**src/rtl/sram_sync.sv**
```systemverilog
// Synchronous single-port SRAM with power-on zero-fill, registered read and range checking.
// Define SRAM_PARITY_EN to add a per-word even-parity bit with par_inj / par_err ports.
module sram_sync #(
   parameter int unsigned DATA_W = 8,
   parameter int unsigned ADDR_W = 4,
   parameter int unsigned DEPTH  = 16
) (
   input  logic              clk,
   input  logic              rst,
   input  logic              req,
   input  logic              we,
   input  logic [ADDR_W-1:0] addr,
   input  logic [DATA_W-1:0] d_in,
   output logic [DATA_W-1:0] d_out,
   output logic              rd_valid,
   output logic              addr_err,
`ifdef SRAM_PARITY_EN
   input  logic              par_inj,
   output logic              par_err,
`endif
   output logic              ready
);

   localparam int unsigned IDX_W = (DEPTH > 1) ? $clog2(DEPTH) : 1;
   localparam logic [ADDR_W:0] DEPTH_V = (ADDR_W + 1)'(DEPTH);
   localparam logic [IDX_W-1:0] LAST_IDX = IDX_W'(DEPTH - 1);

   typedef enum logic {
      ST_INIT,
      ST_IDLE
   } state_t;

   state_t            state;
   logic [IDX_W-1:0]  init_ptr;
   logic [DATA_W-1:0] mem [DEPTH];
   logic              in_range;
   logic [IDX_W-1:0]  idx;
   logic              wr_en;

   // The address compare runs one bit wider so DEPTH == 2**ADDR_W is representable.
   assign in_range = ({1'b0, addr} < DEPTH_V);
   assign idx      = addr[IDX_W-1:0];
   assign wr_en    = (state == ST_IDLE) && req && we && in_range;

   // Storage: zero-filled during INIT, otherwise written by accepted in-range writes.
   always_ff @(posedge clk) begin
      if (state == ST_INIT) begin
         mem[init_ptr] <= '0;
      end else if (wr_en) begin
         mem[idx] <= d_in;
      end
   end

`ifdef SRAM_PARITY_EN
   logic par_mem [DEPTH];

   // The parity bit makes each stored word plus its bit even; par_inj flips it deliberately.
   always_ff @(posedge clk) begin
      if (state == ST_INIT) begin
         par_mem[init_ptr] <= 1'b0;
      end else if (wr_en) begin
         par_mem[idx] <= (^d_in) ^ par_inj;
      end
   end
`endif

   // Control FSM with registered read data and status strobes.
   always_ff @(posedge clk or posedge rst) begin
      if (rst) begin
         state    <= ST_INIT;
         init_ptr <= '0;
         ready    <= 1'b0;
         d_out    <= '0;
         rd_valid <= 1'b0;
         addr_err <= 1'b0;
`ifdef SRAM_PARITY_EN
         par_err  <= 1'b0;
`endif
      end else begin
         rd_valid <= 1'b0;
         addr_err <= 1'b0;
`ifdef SRAM_PARITY_EN
         par_err  <= 1'b0;
`endif
         case (state)
            ST_INIT: begin
               if (init_ptr == LAST_IDX) begin
                  state <= ST_IDLE;
                  ready <= 1'b1;
               end else begin
                  init_ptr <= init_ptr + IDX_W'(1);
               end
            end
            ST_IDLE: begin
               if (req) begin
                  addr_err <= ~in_range;
                  if (!we) begin
                     rd_valid <= 1'b1;
                     d_out    <= in_range ? mem[idx] : '0;
`ifdef SRAM_PARITY_EN
                     par_err  <= in_range && ((^mem[idx]) != par_mem[idx]);
`endif
                  end
               end
            end
            default: state <= ST_INIT;
         endcase
      end
   end

endmodule

```
**config.mk**
```make
export PLATFORM = sky130hd
export DESIGN_NAME = sram_sync
export DESIGN_NICKNAME = d
export VERILOG_FILES = /design/src/rtl/sram_sync.sv
export SDC_FILE = /design/constraint.sdc
export NUM_CORES = 1
export LEC_CHECK = 0
export ABC_AREA = 1
export BUFFER_PORTS_ARGS = -buffer_cell sky130_fd_sc_hd__buf_2
export CAP_MARGIN = 20
export CELL_PAD_IN_SITES_DETAIL_PLACEMENT = 0
export CELL_PAD_IN_SITES_GLOBAL_PLACEMENT = 1
export CORE_ASPECT_RATIO = 1.2
export CORE_MARGIN = 2
export CORE_UTILIZATION = 35
export CTS_BUF_LIST = sky130_fd_sc_hd__clkbuf_8
export CTS_CLUSTER_SIZE = 12
export DETAILED_ROUTE_END_ITERATION = 6
export PLACE_DENSITY_LB_ADDON = 0.1
export RECOVER_POWER = 25
export SYNTH_ARGS = -nofsm -noshare
export SYNTH_HDL_FRONTEND = slang
export SYNTH_SLANG_ARGS = --single-unit
```
**constraint.sdc**
```tcl
create_clock -name clk -period 5.5 [get_ports clk]
set_clock_uncertainty 0.05 [all_clocks]
set_input_delay 0.275 -clock clk [delete_from_list [all_inputs] [get_ports clk]]
set_output_delay 0.275 -clock clk [all_outputs]
set_load 0.02 [all_outputs]
```
Yosys cells after proc, flatten, opt, wreduce, memory -nomap -nowiden
Memory sizes are Yosys's and may differ from the RTL's. A register that Yosys moved wholly into a read port is not among the register bits.
Cells that the tools add are included.
Word-level totals
  flip-flop bits (word level): 7
  RAM bits: 128
  bits of input ports: 16
  output and inout port bits: 11
  word-level logic and storage cells: 28
  memories kept: 1
Cells by class
  add/sub/neg operators: 1
  eq/ne operators: 1
  multiplexer cells: 12
  bitwise logic cells: 3
  reduce and logical (&&, ||, !) cells: 6
Memory list
  mem: depth 16, bits a word 8, read ports 1, clocked after Yosys merged registers in 1, write ports 1, RTL line 35  | logic [DATA_W-1:0] mem [DEPTH];
Operators by type and width (count)
  $mux W1: 10
  $mux W8: 1
  $reduce_or A8 Y1: 1
  $add A4 B1 Y4 const B: 1
  $eq A4 B4 Y1 const B: 1
  $mux W4: 1
  $reduce_and A2 Y1: 2
  $not A1 Y1: 3
  $reduce_and A3 Y1: 1
  $logic_and A1 B1 Y1: 2

Logic depth before layout (Yosys ltp)
  depth in word-level cells: 7
  mapped depth: 10
  gate-level depth less buffers: 9

Worst setup path before layout
Ideal clock, no wire load.
  kind: reg2reg
  from: register state
  to: memory mem[1][0], enable pin
  library setup time: 383 ps
  arrival time: 1581 ps
  data required time: 5067 ps
  setup slack: 3485 ps
  cell stages (with the launch flop): 7
  buffers on the path: 1
  period minus slack after synthesis: 2015 ps
  cell sequence: dfrtp_1 -> nand3_4 -> buf_6 -> nand2_1 -> o21ai_2 -> nand2_1 -> nor3_1
On the way
  word-level cells in the longest chain between the ends: 7
  elaborated cells between the ends (all ways): 9
  classes of those cells: 6 x mux; 3 x reduce/logical
Ends and longest elaborated chain
  start: declaration: RTL line 33  | state_t state;
  start signal: assignment: RTL line 70  | state <= ST_INIT;
  start signal: assignment: RTL line 88  | state <= ST_IDLE;
  start signal: assignment: RTL line 106  | default: state <= ST_INIT;
  $logic_and A1 B1 Y1 (2 in a row): RTL line 43  | assign wr_en = (state == ST_IDLE) && req && we && in_range;
  $mux W1: RTL line 49  | end else if (wr_en) begin
  $mux W1: RTL line 47  | if (state == ST_INIT) begin
  $mux W1 (implied by the code): RTL line 50  | mem[idx] <= d_in;
  $reduce_or A8 Y1 (no source line)
  $mux W4 (no source line) / $mux W1 (equally long branches)
  end: declaration: RTL line 35
Parallel ways exist; a longest one is shown, timed or not.

Final worst setup path
  from: register state
  to: memory mem[1][6], enable pin
The elaborated chain is that of the path after synthesis.

==> flow_summary.toml <==
[logic_synthesis]
synth_ff_type = "edfxtp_1"
yosys_warnings = 0
synthXorXnorAreaFrac_pct = 0.292
netlist.area_leader.share_pct = 64.1
synth_top_cells_by_area = "edfxtp_1 (64%), nand2_1 (13%), nand3_1 (8.1%), dfrtp_1 (6.3%), inv_1 (1.4%)"
syn_avg_cell_area_sq_um = 11.1
ys_async_sr_fraction_pct = 10.5
synth_top_family_by_area = "simple AND/OR/NAND/NOR gates"
synth-compound-area-share_pct = 0.835
yosysUniqueCellTypes = 27
syn_area_sq_um = 6000
ys_seq_area_share_pct = 70.4
synth_adder_area_share_pct = 0.209
yosys-top-cells-count = "nand2_1 (205), edfxtp_1 (128), nand3_1 (97)"
synthMuxAreaShare_pct = 0
synthesis.nets = 557
ys_ff_latch = 143
synth-simple-area-share_pct = 23.7
syn_inst = 540
synth_edf_count = 128
yosys.cell_count.top_type = "nand2_1"
synth_area_leader_cell = "edfxtp_1"

[timing]
tightest_slew_ns = 1.36
min_period_ns = 2.99
slew_viol_final = 0
worst_slack_ns = 2.51
max_clock_freq_mhz = 334
totalNegativeSetupSlack_ns = 0
finalHoldViolCount = 0
maxSlewHeadroom_pct = 8.70
layout_worst_path_cycle_share_pct = 54.4
setup_viol = 0
grt_setup_unrepaired = "no"

[cts]
clk-insertion-delay-late_ns = 0.44
clk_pin_slew_ns = 0.07
root_buffer = "clkbuf_8"
post_cts_buffers = 0
clk_path_buf_depth = 2
cts.sinks = 143
cts_buffers = 17
htree_levels = 4
tritoncts = "yes"

[global_routing]
grt_usage_pct = 18.2
grt_max_degree = 67
grt_overflow = 0
grt_pass1_wl_um = 23300
grt_pass1_vias = 3821
antenna_found_initial = 0

[cells_and_area]
final_cells = 795
register_area_sq_um = 4220
nFillCells = 1599
syn_to_final_growth_pct = 13.0
diodes = 0
final_layout_size_suffix_gt1_share_pct = 11.4
multi_input_area_sq_um = 1490
num-nets-final = 583

[placed_design]
place_congestion = 0.822
post-place-cells = 761
dp_hpwl_um = 10100
pre_cts_ws_ns = 2.72
portBuffers = 25

[power_and_ir_drop]
power-per-cell-area_nw_per_um2 = 348
cellLeakagePower_nw = 2.75
ir_drop_uv = 156
totalPowerFinal_mw = 2.36

[setup_path]
cp.buffers_inverters = 1
worst-endpoint-required_ns = 5.60
path_cells = "nand3_1 > o21ai_1 > nand2_1 > nor3_1 > buf_2"
crit_type = "register to register"
path_delay_family = "simple AND/OR/NAND/NOR gates"
cp-end-kind = "register"
max_stage_delay_ns = 0.67
worstPathArrival_ns = 3.10
crit_fanout = 17
worst_setup_path_start_kind = "register"
crit_slowest_cell = "nor3_1"

[die]
start_util_pct = 35.6
dieArea_sq_um = 18200
die_y_um = 147
rows = 52
core_sq_um = 16900
io_pins = 27
die_w_um = 123

[routing]
drc = 0
num_vias = 3844
wl_um = 15400
wire_per_inst_um = 19.3
vias_per_cell = 4.84
drtIter0Drc = 261
dr.pass1.iters = 4
ant_nets = 0

[job]
drv_cap = 0

[run_status]
status = "finished, final reports clean"

[worst_hold_path]
hp-class = "input port to register"
## cell families after synthesis
| logic type | after synthesis |
|---|---|
| xor gates and xnor gates | 2 |
| and+or+nand+nor | 332 |
| DFF | 143 |
| buffers and inverters | 53 |
| other | 1 |
| AOI/OAI and AO/OA | 8 |
| adders and majority gates | 1 |
## cell usage in the layout (no fill, tap or decap), drive strengths merged, types with 2 or more instances in the layout
master / Yosys / routed
xor2: 2 / 2
clkinvlp: 0 / 3
nand2: 206 / 206
clkbuf: 3 / 30
nand3: 100 / 100
nor3: 5 / 5
nor2: 20 / 20
bufinv: 0 / 6
o21ai: 5 / 5
dfrtp: 15 / 15
a21oi: 2 / 2
inv: 27 / 29
buf: 23 / 22
edfxtp: 128 / 128
## flip-flops by register name, summed over array words and instances (netlist names)
register,flops
d_out,8
rd_valid,1
ready,1
mem,128
state,1
init_ptr,4
## stage by stage
step	utilization, %	hold WS (ns)	cell area (sq um)
finish	40.2	0.108	6780
global route	40.2	0.115	6780
CTS	40.5	0.0127	6820
detailed placement	37.5	0.333	6320
global placement	37.1	0.308	6260
floorplan	-	0.126	6000
## power breakdown
group          total, mW  leakage, nW  switching (mW)  internal, mW
Sequential          1.20         1.56         0.00548          1.19
Combinational      0.145        0.947           0.108        0.0363
Clock               1.01        0.244           0.395         0.618
## area by class of cell
cell class              count  area share (%)
clock buffers              20            4.06
clock inverters            12            3.18
inverters                  27            1.50
multi-input cells         344            22.0
flip-flops and latches    143            62.3
well taps                 216            3.99
repair buffers             33            2.99
## path summary, 6_finish.rpt
kind	from	endpoint	slack, ns	depth (start not counted)
setup reg to reg	state	mem[1][6]	2.51	5
min in group asynchronous	rst	d_out[4]	0.38	3
hold / removal	we	rd_valid	0.11	2
setup / recovery	state	mem[1][6]	2.51	5
hold reg to reg	d_out[1]	d_out[1]	0.44	2
max in group asynchronous	rst	init_ptr[0]	4.62	3
## layer usage
metal | vias up | GRT usage [%] | part of all wire [%]
li1 | 1879 | - | -
met1 | 1853 | 22.7 | 43
met2 | 84 | 29.6 | 50
met3 | 28 | 5.05 | 3.6
met4 | 0 | 7.84 | 3.3
met5 | - | 0 | 0
## repair_timing
action,4_1_cts,5_1_grt
hold endpoints to repair,15,0
gates resized for setup,0,0
hold buffers,1,0
Power figures use the tool's default switching activity.
